==> src/rtl/alu_bitop_seq.sv <==
// Bit-operation sequencer: drives an external ALU through LDB/LDA/EXEC for
// BIT/RES/SET requests. Optional op_count port under ALU_BITOP_SEQ_COUNT_EN.
module alu_bitop_seq #(
  parameter int unsigned CNT_W = 16
) (
  input  logic             clk,
  input  logic             nreset,
  input  logic             req_valid,
  output logic             req_ready,
  input  logic [1:0]       req_kind,
  input  logic [2:0]       req_bit,
  input  logic [7:0]       req_data,
  output logic [2:0]       alu_bs,
  output logic [7:0]       alu_op,
  output logic [1:0]       alu_oe,
  output logic             alu_la,
  output logic             alu_lb,
  output logic [6:0]       alu_ctl,
  input  logic [7:0]       alu_result,
  input  logic             alu_zero,
  input  logic             alu_carry,
  output logic             rsp_valid,
  input  logic             rsp_ready,
  output logic [7:0]       rsp_data,
  output logic             rsp_z,
  output logic             rsp_err
`ifdef ALU_BITOP_SEQ_COUNT_EN
  ,
  output logic [CNT_W-1:0] op_count
`endif
);

  typedef enum logic [2:0] {S_IDLE, S_LDB, S_LDA, S_EXEC, S_RSP} state_t;

  localparam logic [1:0] K_BIT = 2'd0;
  localparam logic [1:0] K_RES = 2'd1;
  localparam logic [1:0] K_SET = 2'd2;
  localparam logic [1:0] K_RSV = 2'd3;

  localparam logic [1:0] OE_BS  = 2'd1;
  localparam logic [1:0] OE_SH  = 2'd2;
  localparam logic [1:0] OE_RES = 2'd3;

  state_t     state_q, state_d;
  logic [1:0] kind_q;
  logic [2:0] bit_q;
  logic [7:0] data_q;
  logic       err_q;
  logic [7:0] rsp_data_q;
  logic       rsp_z_q;
  logic [6:0] ctl_base;

  always_ff @(posedge clk or negedge nreset) begin
    if (!nreset) begin
      state_q    <= S_IDLE;
      kind_q     <= '0;
      bit_q      <= '0;
      data_q     <= '0;
      err_q      <= 1'b0;
      rsp_data_q <= '0;
      rsp_z_q    <= 1'b0;
    end else begin
      state_q <= state_d;
      case (state_q)
        S_IDLE: if (req_valid) begin
          kind_q     <= req_kind;
          bit_q      <= req_bit;
          data_q     <= req_data;
          err_q      <= (req_kind == K_RSV);
          rsp_data_q <= req_data;
          rsp_z_q    <= 1'b0;
        end
        S_LDA: if (kind_q != K_BIT && !alu_carry) err_q <= 1'b1;
        S_EXEC: begin
          if (kind_q != K_BIT && !alu_carry) err_q <= 1'b1;
          // BIT only tests: the operand is returned untouched, only Z matters
          rsp_data_q <= (kind_q == K_BIT) ? data_q : alu_result;
          rsp_z_q    <= alu_zero;
        end
        default: ;
      endcase
    end
  end

  always_comb begin
    case (kind_q)
      K_RES:   ctl_base = 7'b0101110;
      K_SET:   ctl_base = 7'b1000010;
      default: ctl_base = 7'b0000010;
    endcase
  end

  always_comb begin
    state_d   = state_q;
    req_ready = 1'b0;
    rsp_valid = 1'b0;
    alu_bs    = '0;
    alu_op    = '0;
    alu_oe    = '0;
    alu_la    = 1'b0;
    alu_lb    = 1'b0;
    alu_ctl   = '0;
    case (state_q)
      S_IDLE: begin
        req_ready = 1'b1;
        if (req_valid) state_d = (req_kind == K_RSV) ? S_RSP : S_LDB;
      end
      S_LDB: begin
        alu_bs  = bit_q;
        alu_oe  = OE_BS;
        alu_lb  = 1'b1;
        state_d = S_LDA;
      end
      S_LDA: begin
        alu_op  = data_q;
        alu_oe  = OE_SH;
        alu_la  = 1'b1;
        alu_ctl = ctl_base;
        state_d = S_EXEC;
      end
      S_EXEC: begin
        alu_oe  = OE_RES;
        alu_ctl = {ctl_base[6:2], 2'b01};
        state_d = S_RSP;
      end
      S_RSP: begin
        rsp_valid = 1'b1;
        if (rsp_ready) state_d = S_IDLE;
      end
      default: state_d = S_IDLE;
    endcase
  end

  assign rsp_data = rsp_data_q;
  assign rsp_z    = rsp_z_q;
  assign rsp_err  = err_q;

`ifdef ALU_BITOP_SEQ_COUNT_EN
  logic [CNT_W-1:0] cnt_q;

  always_ff @(posedge clk or negedge nreset) begin
    if (!nreset) cnt_q <= '0;
    else if (rsp_valid && rsp_ready) cnt_q <= cnt_q + 1'b1;
  end

  assign op_count = cnt_q;
`endif

endmodule
==> config.mk <==
export PLATFORM = sky130hd
export DESIGN_NAME = alu_bitop_seq
export DESIGN_NICKNAME = d
export VERILOG_FILES = /design/src/rtl/alu_bitop_seq.sv
export SDC_FILE = /design/constraint.sdc
export NUM_CORES = 1
export LEC_CHECK = 0
export BUFFER_PORTS_ARGS = -buffer_cell sky130_fd_sc_hd__buf_4
export CORE_ASPECT_RATIO = 1.1
export CORE_UTILIZATION = 30
export DETAILED_ROUTE_END_ITERATION = 8
export GPL_ROUTABILITY_DRIVEN = 0
export PLACE_DENSITY = 0.58
export SKIP_LAST_GASP = 1
export SLEW_MARGIN = 20
export SYNTH_ARGS = -nofsm -noshare
export SYNTH_HDL_FRONTEND = slang
export SYNTH_SLANG_ARGS = --single-unit
==> constraint.sdc <==
create_clock -name clk -period 2.05 [get_ports clk]
set_input_delay 0.41 -clock clk [delete_from_list [all_inputs] [get_ports clk]]
set_output_delay 0.41 -clock clk [all_outputs]
set_load 0.02 [all_outputs]
==> impl_metrics.py, run 1 <==
metrics = {
    "grt": {
        "grt_first_pass_wirelength_um": 5430,
        "grt_max_degree": 27,
        "grt_antenna_before_repair": 0,
        "grt-ovfl-total": 0,
        "grt_pass1_vias": 1105,
        "grt_use_total_pct": 15.0,
    },
    "cts": {
        "cts.path.max_buffers": 2,
        "htree_levels": 1,
        "cts_hold_buf": 0,
        "clock-sinks": 26,
        "worstSkewPairLatency_ns": 0.28,
        "ctsRootBufferMaster": "clkbuf_8",
        "clkTransAtPathRegs_ns": 0.10,
        "cts_tree": "yes",
        "numCtsBuffers": 3,
    },
    "critical_path": {
        "cp.arrival_ns": 1.54,
        "worst_r2r_path_depth": 3,
        "cp_slowest_cell": "dfrtp_2",
        "worstPathCellList": "nand2b_2 -> nor2_1 -> buf_4 -> and2_1 -> buf_4",
        "crit_cells": 5,
        "path_delay_family": "flip-flops",
        "crit_buf_inv": 2,
        "required_ns": 1.64,
        "crit_start": "state_q[2]$_DFFE_PN0P_",
        "cp_common_cell": "buf_4",
        "worstPathMaxFanout": 9,
        "start_kind": "register",
        "reg2reg_to": "kind_q[0]$_DFFE_PN0P_",
        "r2r_setup_slack_ns": 0.31,
        "rr_startpoint": "state_q[1]$_DFFE_PN0P_",
        "critPathCaptureType": "primary output",
        "critPathKind": "register to primary output",
        "slowest_delay_ns": 0.48,
    },
    "placement": {
        "dp_hpwl_um": 2630,
        "dp_cells": 229,
        "dpl-instance-area_sq_um": 1840,
        "port_buffers": 59,
    },
    "timing": {
        "hold_viol": 0,
        "slew_headroom_pct": 66.4,
        "fmax_mhz": 514,
        "rsz0062_at_grt": "yes",
        "setup_viol": 0,
        "period_share_pct": 95.0,
        "slew_viol_final": 0,
        "worst_hold_slack_ns": 0.0250,
        "tightest_slew_ns": 0.503,
        "fin_skew_ns": 0.00844,
        "timing.final.crit_period_ns": 1.95,
    },
    "finish": {
        "fillers": 428,
        "utilization_pct": 44.1,
        "fin_area_sq_um": 1900,
        "layout_common_cells": "buf_4, dfrtp_1, mux2_2, and2_1, a21oi_1",
        "diodes": 0,
        "final_common_cell": "buf_4",
        "final_net_count": 207,
        "drive_above_1_share_pct": 54.7,
        "stdcell_count": 233,
        "area_delta_synth_final_pct": 40.9,
    },
    "drt": {
        "postRouteWirelength_um": 3560,
        "drt-initial-drc-count": 56,
        "antenna_left": 0,
        "vias": 1147,
        "via_per_inst": 4.92,
        "wl_per_cell_um": 15.3,
        "dr.pass1.iters": 4,
        "drc": 0,
    },
    "synth": {
        "synth_nets": 149,
        "syn_inst": 122,
        "ys_types": 27,
        "synth_area_sq_um": 1350,
        "yosysWarnings": 0,
        "synth.avg_cell_area_sq_um": 11.1,
        "synth-seq-area-share_pct": 48.2,
        "ys_ff_latch": 26,
    },
    "power": {
        "irDropWorstVdd_v": 0.000613,
        "leakage_uw": 0.000887,
        "power_density_nw_per_um2": 1660,
    },
    "job": {
        "cap_violations": 0,
    },
    "die": {
        "die_h_um": 72.4,
        "dieArea_sq_um": 4770,
        "start_util_pct": 31.3,
        "rows": 25,
        "design.core.area_sq_um": 4320,
        "ioPinCount": 61,
        "die_w_um": 66.0,
    },
    "worst_hold_path": {
        "hold_path_class": "input port to async pin",
    },
    "status": {
        "outcome": "finished, final reports clean",
    },
}
==> sequential cells by signal (all words and copies together), names as in the netlist <==
name      flops
rsp_err       1
bit_q         3
data_q        8
kind_q        2
rsp_z         1
rsp_data      8
state_q       3
==> area by class of cell <==
| cell class | instances | area (sq um) | share of cell area (%) |
|---|---|---|---|
| repair buffers | 65 | 488 | 25.7 |
| well taps | 54 | 67.6 | 3.55 |
| flip-flops and latches | 26 | 654 | 34.4 |
| inverters | 2 | 7.51 | 0.395 |
| clock buffers | 4 | 55.1 | 2.89 |
| multi-input cells | 82 | 629 | 33.1 |
==> Yosys cell counts <==
master | number | area (sq um)
nor2_2 | 1 | 6.26
nor3_1 | 3 | 15.0
and2_1 | 11 | 68.8
nand3_1 | 1 | 5.00
o21ai_0 | 8 | 40.0
nor4b_4 | 1 | 23.8
o31ai_1 | 1 | 7.51
nor3b_1 | 3 | 22.5
mux2_1 | 1 | 11.3
nand2b_1 | 1 | 6.26
nand2_1 | 2 | 7.51
a22o_1 | 1 | 8.76
clkbuf_1 | 4 | 15.0
buf_2 | 3 | 15.0
xnor2_1 | 1 | 8.76
nand3b_2 | 1 | 11.3
a21oi_1 | 9 | 45.0
inv_1 | 2 | 7.51
mux2_2 | 13 | 146
or3b_2 | 8 | 70.1
dfrtp_1 | 26 | 651
buf_4 | 5 | 37.5
o31a_1 | 1 | 8.76
nor2b_1 | 2 | 12.5
conb_1 | 1 | 3.75
nor2_1 | 4 | 15.0
a221o_1 | 8 | 80.1
==> layer usage <==
layer	vias to the layer above	track usage, %	share of wire, %
met1	550	20.3	44
met3	7	2.52	5.2
met2	46	24.0	48
li1	544	-	-
met5	-	0	0
met4	0	5.44	2.1
==> what timing repair did <==
action / in CTS / in global routing
gates resized for setup: 1 / 3
setup buffers: 0 / 0
setup endpoints to repair: 9 / 14
==> power by group <==
group	internal [uW]	switching, uW	leakage [uW]
logic	889	862	0.000548
registers	779	285	0.000310
clock network	172	172	0.0000288
total	1840	1320	0.000887
==> how the worst max path moves through the flow <==
stage / to / slack (ns)
final: alu_op[3] / 0.10
after CTS: alu_ctl[2] / 0.03
after global routing: alu_ctl[3] / -0.01
after detailed placement: kind_q[0]$_DFFE_PN0P_ / 0.24
after global placement: data_q[0]$_DFFE_PN0P_ / 0.29
after floorplan: alu_ctl[3] / 0.001
==> cells by family after synthesis <==
family | after synthesis | share of synthesized area, %
XOR/XNOR | 1 | 0.649
buffers and inverters | 14 | 5.56
flip-flops | 26 | 48.2
other | 1 | 0.278
AND/OR/NAND/NOR | 38 | 19.6
multiplexers | 14 | 11.7
AO/OA/AOI/OAI | 28 | 14.1
==> through the flow <==
stage | total power [uW] | setup TNS (ns) | setup WS (ns)
floorplan | 2140 | 0 | 0.00143
global placement | 2780 | 0 | 0.292
detailed placement | 2840 | 0 | 0.240
CTS | 3190 | 0 | 0.0255
global route | 3360 | -0.0404 | -0.0117
finish | 3160 | 0 | 0.103
No activity file was read; power rests on OpenSTA's default activity.
==> run 2, diff against run 1 <==
--- a/config.mk
+++ b/config.mk
@@ -10,7 +10,6 @@
 export CORE_UTILIZATION = 30
 export DETAILED_ROUTE_END_ITERATION = 8
 export GPL_ROUTABILITY_DRIVEN = 0
-export PLACE_DENSITY = 0.58
 export SKIP_LAST_GASP = 1
 export SLEW_MARGIN = 20
 export SYNTH_ARGS = -nofsm -noshare
==> run 2 against run 1 <==
Against the previous run:
- combinational power hardly changed
- critical path depth stayed put
- core utilization is 0.29 points lower
- cell area is 0.66% lower
- critical endpoint is now alu_op[4]
- highest routed layer unchanged
==> impl_metrics.py, run 2 (synthesis gave the netlist of run 1 again) <==
metrics = {
    "power": {
        "leakage_uw": 0.000879,
        "power_density_nw_per_um2": 1650,
        "irDropWorstVdd_v": 0.000616,
    },
    "grt": {
        "grt_max_degree": 27,
        "grt-ovfl-total": 0,
        "grt_first_pass_wirelength_um": 5440,
        "grt_use_total_pct": 15.0,
        "grt_antenna_before_repair": 0,
        "grt_pass1_vias": 1093,
    },
    "cts": {
        "clkTransAtPathRegs_ns": 0.09,
        "clock-sinks": 26,
        "postCtsSetupBuffers": 0,
        "worstSkewPairLatency_ns": 0.27,
        "cts_tree": "yes",
        "htree_levels": 1,
        "cts.path.max_buffers": 2,
        "numCtsBuffers": 3,
        "cts_hold_buf": 0,
        "ctsRootBufferMaster": "clkbuf_8",
    },
    "timing": {
        "period_share_pct": 95.9,
        "worst_hold_slack_ns": 0.0279,
        "slew_headroom_pct": 63.7,
        "hold_viol": 0,
        "fmax_mhz": 509,
        "timing.final.crit_period_ns": 1.97,
        "rsz0062_at_grt": "yes",
        "slew_viol_final": 0,
        "tns_ns": 0,
        "tightest_slew_ns": 0.544,
        "fin_skew_ns": 0.00523,
        "setup_viol": 0,
    },
    "critical_path": {
        "worstPathMaxFanout": 9,
        "cp_slowest_cell": "dfrtp_2",
        "endpoint": "alu_op[4]",
        "rr_startpoint": "state_q[1]$_DFFE_PN0P_",
        "crit_start": "state_q[2]$_DFFE_PN0P_",
        "slowest_delay_ns": 0.48,
        "path_delay_family": "simple AND/OR/NAND/NOR gates",
        "required_ns": 1.64,
        "start_kind": "register",
        "crit_cells": 5,
        "reg2reg_to": "data_q[3]$_DFFE_PN0P_",
        "cp_common_cell": "buf_4",
        "cp.arrival_ns": 1.56,
        "critPathKind": "register to primary output",
        "critPathCaptureType": "primary output",
        "r2r_setup_slack_ns": 0.31,
        "worstPathCellList": "nand2b_1 -> nor2_1 -> buf_4 -> and2_1 -> buf_4",
        "worst_r2r_path_depth": 3,
        "crit_buf_inv": 2,
    },
    "finish": {
        "layout_common_cells": "buf_4, dfrtp_1, mux2_2, and2_1, a21oi_1",
        "final_net_count": 205,
        "area_delta_synth_final_pct": 39.9,
        "stdcell_count": 231,
        "utilization_pct": 43.8,
        "diodes": 0,
        "fin_area_sq_um": 1890,
        "final_common_cell": "buf_4",
        "drive_above_1_share_pct": 54.2,
    },
    "die": {
        "die_w_um": 66.0,
        "design.core.area_sq_um": 4320,
        "dieArea_sq_um": 4770,
        "rows": 25,
        "start_util_pct": 31.3,
        "ioPinCount": 61,
        "die_h_um": 72.4,
    },
    "drt": {
        "postRouteWirelength_um": 3370,
        "vias": 1135,
        "via_per_inst": 4.91,
        "antenna_left": 0,
        "drc": 0,
        "dr.pass1.iters": 4,
        "drt-initial-drc-count": 71,
        "wl_per_cell_um": 14.6,
    },
    "placement": {
        "dpl-instance-area_sq_um": 1830,
        "dp_hpwl_um": 2550,
        "port_buffers": 59,
        "dp_cells": 227,
    },
    "worst_hold_path": {
        "hold_path_class": "input port to async pin",
    },
    "job": {
        "cap_violations": 0,
    },
    "status": {
        "outcome": "finished, final reports clean",
    },
}
run 2: cell types whose count changed in the layout (fill, tap and decap cells not counted), sizes merged:
| cell | before | now |
|---|---|---|
| buf | 65 | 63 |
run 2: worst min path at each step:
stage                                    to  slack, ns   start
floorplan              bit_q[0]$_DFFE_PN0P_       0.11  nreset
global placement    rsp_data[0]$_DFFE_PN0P_       0.34  nreset
detailed placement  rsp_data[0]$_DFFE_PN0P_       0.34  nreset
CTS                       rsp_z$_DFFE_PN0P_       0.04  nreset
global route        rsp_data[0]$_DFFE_PN0P_       0.06  nreset
finish              rsp_data[0]$_DFFE_PN0P_       0.03  nreset
run 2: layer usage:
layer	track usage, %	up-vias	part of all wire [%]
met5	0	-	0
met4	2.84	0	0.68
met3	3.62	2	6.8
met2	24.1	45	49
met1	20.4	545	43
li1	-	543	-
run 2: report_power, final:
part / internal [uW] / switching [uW] / total (uW) / leakage, uW
registers: 780 / 276 / 1060 / 0.000310
clock network: 172 / 158 / 329 / 0.0000288
logic: 869 / 864 / 1730 / 0.000540
total: 1820 / 1300 / 3120 / 0.000879
run 2: what timing repair did:
item | in CTS | in global routing
endpoints found under the setup margin | 3 | 15
cloned | 0 | 0
pin swaps | 0 | 0
resized for setup | 1 | 3
run 2: layout make-up:
class | count | area (sq um)
Sequential cell | 26 | 654
Clock buffer | 4 | 55.1
Timing Repair Buffer | 63 | 473
Fill cell | 444 | 2430
Tap cell | 54 | 67.6
Multi-Input combinational cell | 82 | 632
Inverter | 2 | 7.51
run 2: through the flow:
stage	worst slack, ns	power (uW)
after global placement	0.311	2750
after global routing	-0.0478	3340
after detailed placement	0.272	2810
after floorplan	0.00143	2140
final	0.0840	3120
after CTS	0.0123	3150
==> run 3, diff against run 2 <==
--- a/config.mk
+++ b/config.mk
@@ -10,6 +10,7 @@
 export CORE_UTILIZATION = 30
 export DETAILED_ROUTE_END_ITERATION = 8
 export GPL_ROUTABILITY_DRIVEN = 0
+export MAX_ROUTING_LAYER = met4
 export SKIP_LAST_GASP = 1
 export SLEW_MARGIN = 20
 export SYNTH_ARGS = -nofsm -noshare
==> run 3 against run 2 <==
Against the previous run:
- sequential share of layout area unchanged
- total power about the same
- global-route usage increased by 0.45 points
- largest power group unchanged
==> impl_metrics.py, run 3 (synthesis gave the netlist of run 1 again) <==
metrics = {
    "worst_hold_path": {
        "hold_path_class": "input port to async pin",
    },
    "finish": {
        "final_common_cell": "buf_4",
        "layout_common_cells": "buf_4, dfrtp_1, mux2_2, and2_1, a21oi_1",
        "diodes": 0,
        "fillers": 444,
        "area_delta_synth_final_pct": 39.9,
        "final_net_count": 205,
        "drive_above_1_share_pct": 54.2,
    },
    "cts": {
        "ctsRootBufferMaster": "clkbuf_8",
        "cts.path.max_buffers": 2,
        "cts_hold_buf": 0,
        "worstSkewPairLatency_ns": 0.27,
        "clkTransAtPathRegs_ns": 0.09,
        "htree_levels": 1,
        "cts_tree": "yes",
        "clock-sinks": 26,
        "numCtsBuffers": 3,
    },
    "critical_path": {
        "worstPathMaxFanout": 9,
        "path_delay_family": "simple AND/OR/NAND/NOR gates",
        "critPathCaptureType": "primary output",
        "cp_slowest_cell": "dfrtp_2",
        "cp.arrival_ns": 1.56,
        "required_ns": 1.64,
        "start_kind": "register",
        "crit_buf_inv": 2,
        "critPathKind": "register to primary output",
        "cp_common_cell": "buf_4",
        "worstPathCellList": "nand2b_1 -> nor2_1 -> buf_4 -> and2_1 -> buf_4",
        "slowest_delay_ns": 0.48,
    },
    "job": {
        "cap_violations": 0,
    },
    "timing": {
        "slew_viol_final": 0,
        "fmax_mhz": 507,
        "timing.final.crit_period_ns": 1.97,
        "rsz0062_at_grt": "yes",
        "slew_headroom_pct": 63.7,
        "tightest_slew_ns": 0.544,
        "setup_viol": 0,
        "period_share_pct": 96.2,
        "fin_skew_ns": 0.00594,
        "setup_ws_ns": 0.0781,
        "hold_viol": 0,
    },
    "die": {
        "die_w_um": 66.0,
        "start_util_pct": 31.3,
        "ioPinCount": 61,
        "die_h_um": 72.4,
        "rows": 25,
        "dieArea_sq_um": 4770,
        "design.core.area_sq_um": 4320,
    },
    "grt": {
        "grt_antenna_before_repair": 0,
        "grt_use_total_pct": 15.4,
        "grt_pass1_vias": 1090,
        "grt-ovfl-total": 0,
        "grt_max_degree": 27,
        "grt_first_pass_wirelength_um": 5460,
    },
    "drt": {
        "dr.pass1.iters": 4,
        "postRouteWirelength_um": 3390,
        "antenna_left": 0,
        "drt-initial-drc-count": 61,
        "via_per_inst": 4.92,
        "vias": 1137,
        "wl_per_cell_um": 14.7,
        "drc": 0,
    },
    "power": {
        "totalPowerFinal_uw": 3120,
        "power_density_nw_per_um2": 1650,
        "leakage_uw": 0.000879,
        "irDropWorstVdd_v": 0.000613,
    },
    "placement": {
        "dp_hpwl_um": 2550,
        "pre_cts_slack_ns": 0.272,
        "port_buffers": 59,
    },
    "status": {
        "outcome": "finished, final reports clean",
    },
}
## run 3: cell counts in the layout (fill, tap and decap cells not counted)
No cell type changed its count.
## run 3: final cells by class
cell class | instances | area (sq um) | area share, %
sequential | 26 | 654 | 34.6
multi-input combinational | 82 | 632 | 33.4
timing repair buffer | 63 | 473 | 25.0
tap | 54 | 67.6 | 3.58
clock buffer | 4 | 55.1 | 2.91
inverter | 2 | 7.51 | 0.397
## run 3: path summary, 6_finish.rpt
kind | startpoint | endpoint | slack [ns] | cells after the start
worst max-delay path | state_q[2]$_DFFE_PN0P_ | alu_op[4] | 0.08 | 5
worst min-delay path | nreset | rsp_data[0]$_DFFE_PN0P_ | 0.03 | 1
worst max register to register | state_q[1]$_DFFE_PN0P_ | data_q[3]$_DFFE_PN0P_ | 0.30 | 3
worst min register to register | bit_q[1]$_DFFE_PN0P_ | bit_q[1]$_DFFE_PN0P_ | 0.51 | 1
max in group asynchronous | nreset | state_q[2]$_DFFE_PN0P_ | 1.74 | 1
min in group clk | alu_zero | rsp_z$_DFFE_PN0P_ | 0.36 | 2
## run 3: power by group
group,leakage (uW),switching [uW],internal (uW)
logic,0.000540,868,869
clock network,0.0000288,155,172
registers,0.000310,278,780
## run 3: per-stage QoR
| step | setup TNS [ns] | cell area [sq um] | std cells | hold slack, ns | util [%] |
|---|---|---|---|---|---|
| after detailed placement | 0 | 1830 | 227 | 0.339 | 42.3 |
| after global routing | -0.339 | 1890 | 231 | 0.0545 | 43.8 |
| final | 0 | 1890 | 231 | 0.0339 | 43.8 |
| after floorplan | 0 | 1350 | 122 | 0.114 | - |
| after CTS | 0 | 1880 | 231 | 0.0415 | 43.6 |
| after global placement | 0 | 1830 | 227 | 0.335 | 42.3 |
## run 3: repair_timing
action / in CTS / in global routing
gates resized for setup: 1 / 3
setup buffers: 0 / 0
endpoints found under the setup margin: 3 / 15
## run 3: worst reg2reg max path: stages (launching register included)
cell     delay (ns)
dfrtp_2        0.50
nor4b_4        0.52
buf_4          0.28
mux2_2         0.35
## run 3: layer usage
metal | share of wire (%) | routed length (um) | global-route usage, % | vias up
met5 | 0 | 0 | - | -
met4 | 0.68 | 23 | 2.84 | 0
met3 | 6.4 | 217 | 3.62 | 2
met2 | 48 | 1630 | 24.3 | 42
met1 | 45 | 1520 | 20.3 | 551
li1 | - | - | - | 542
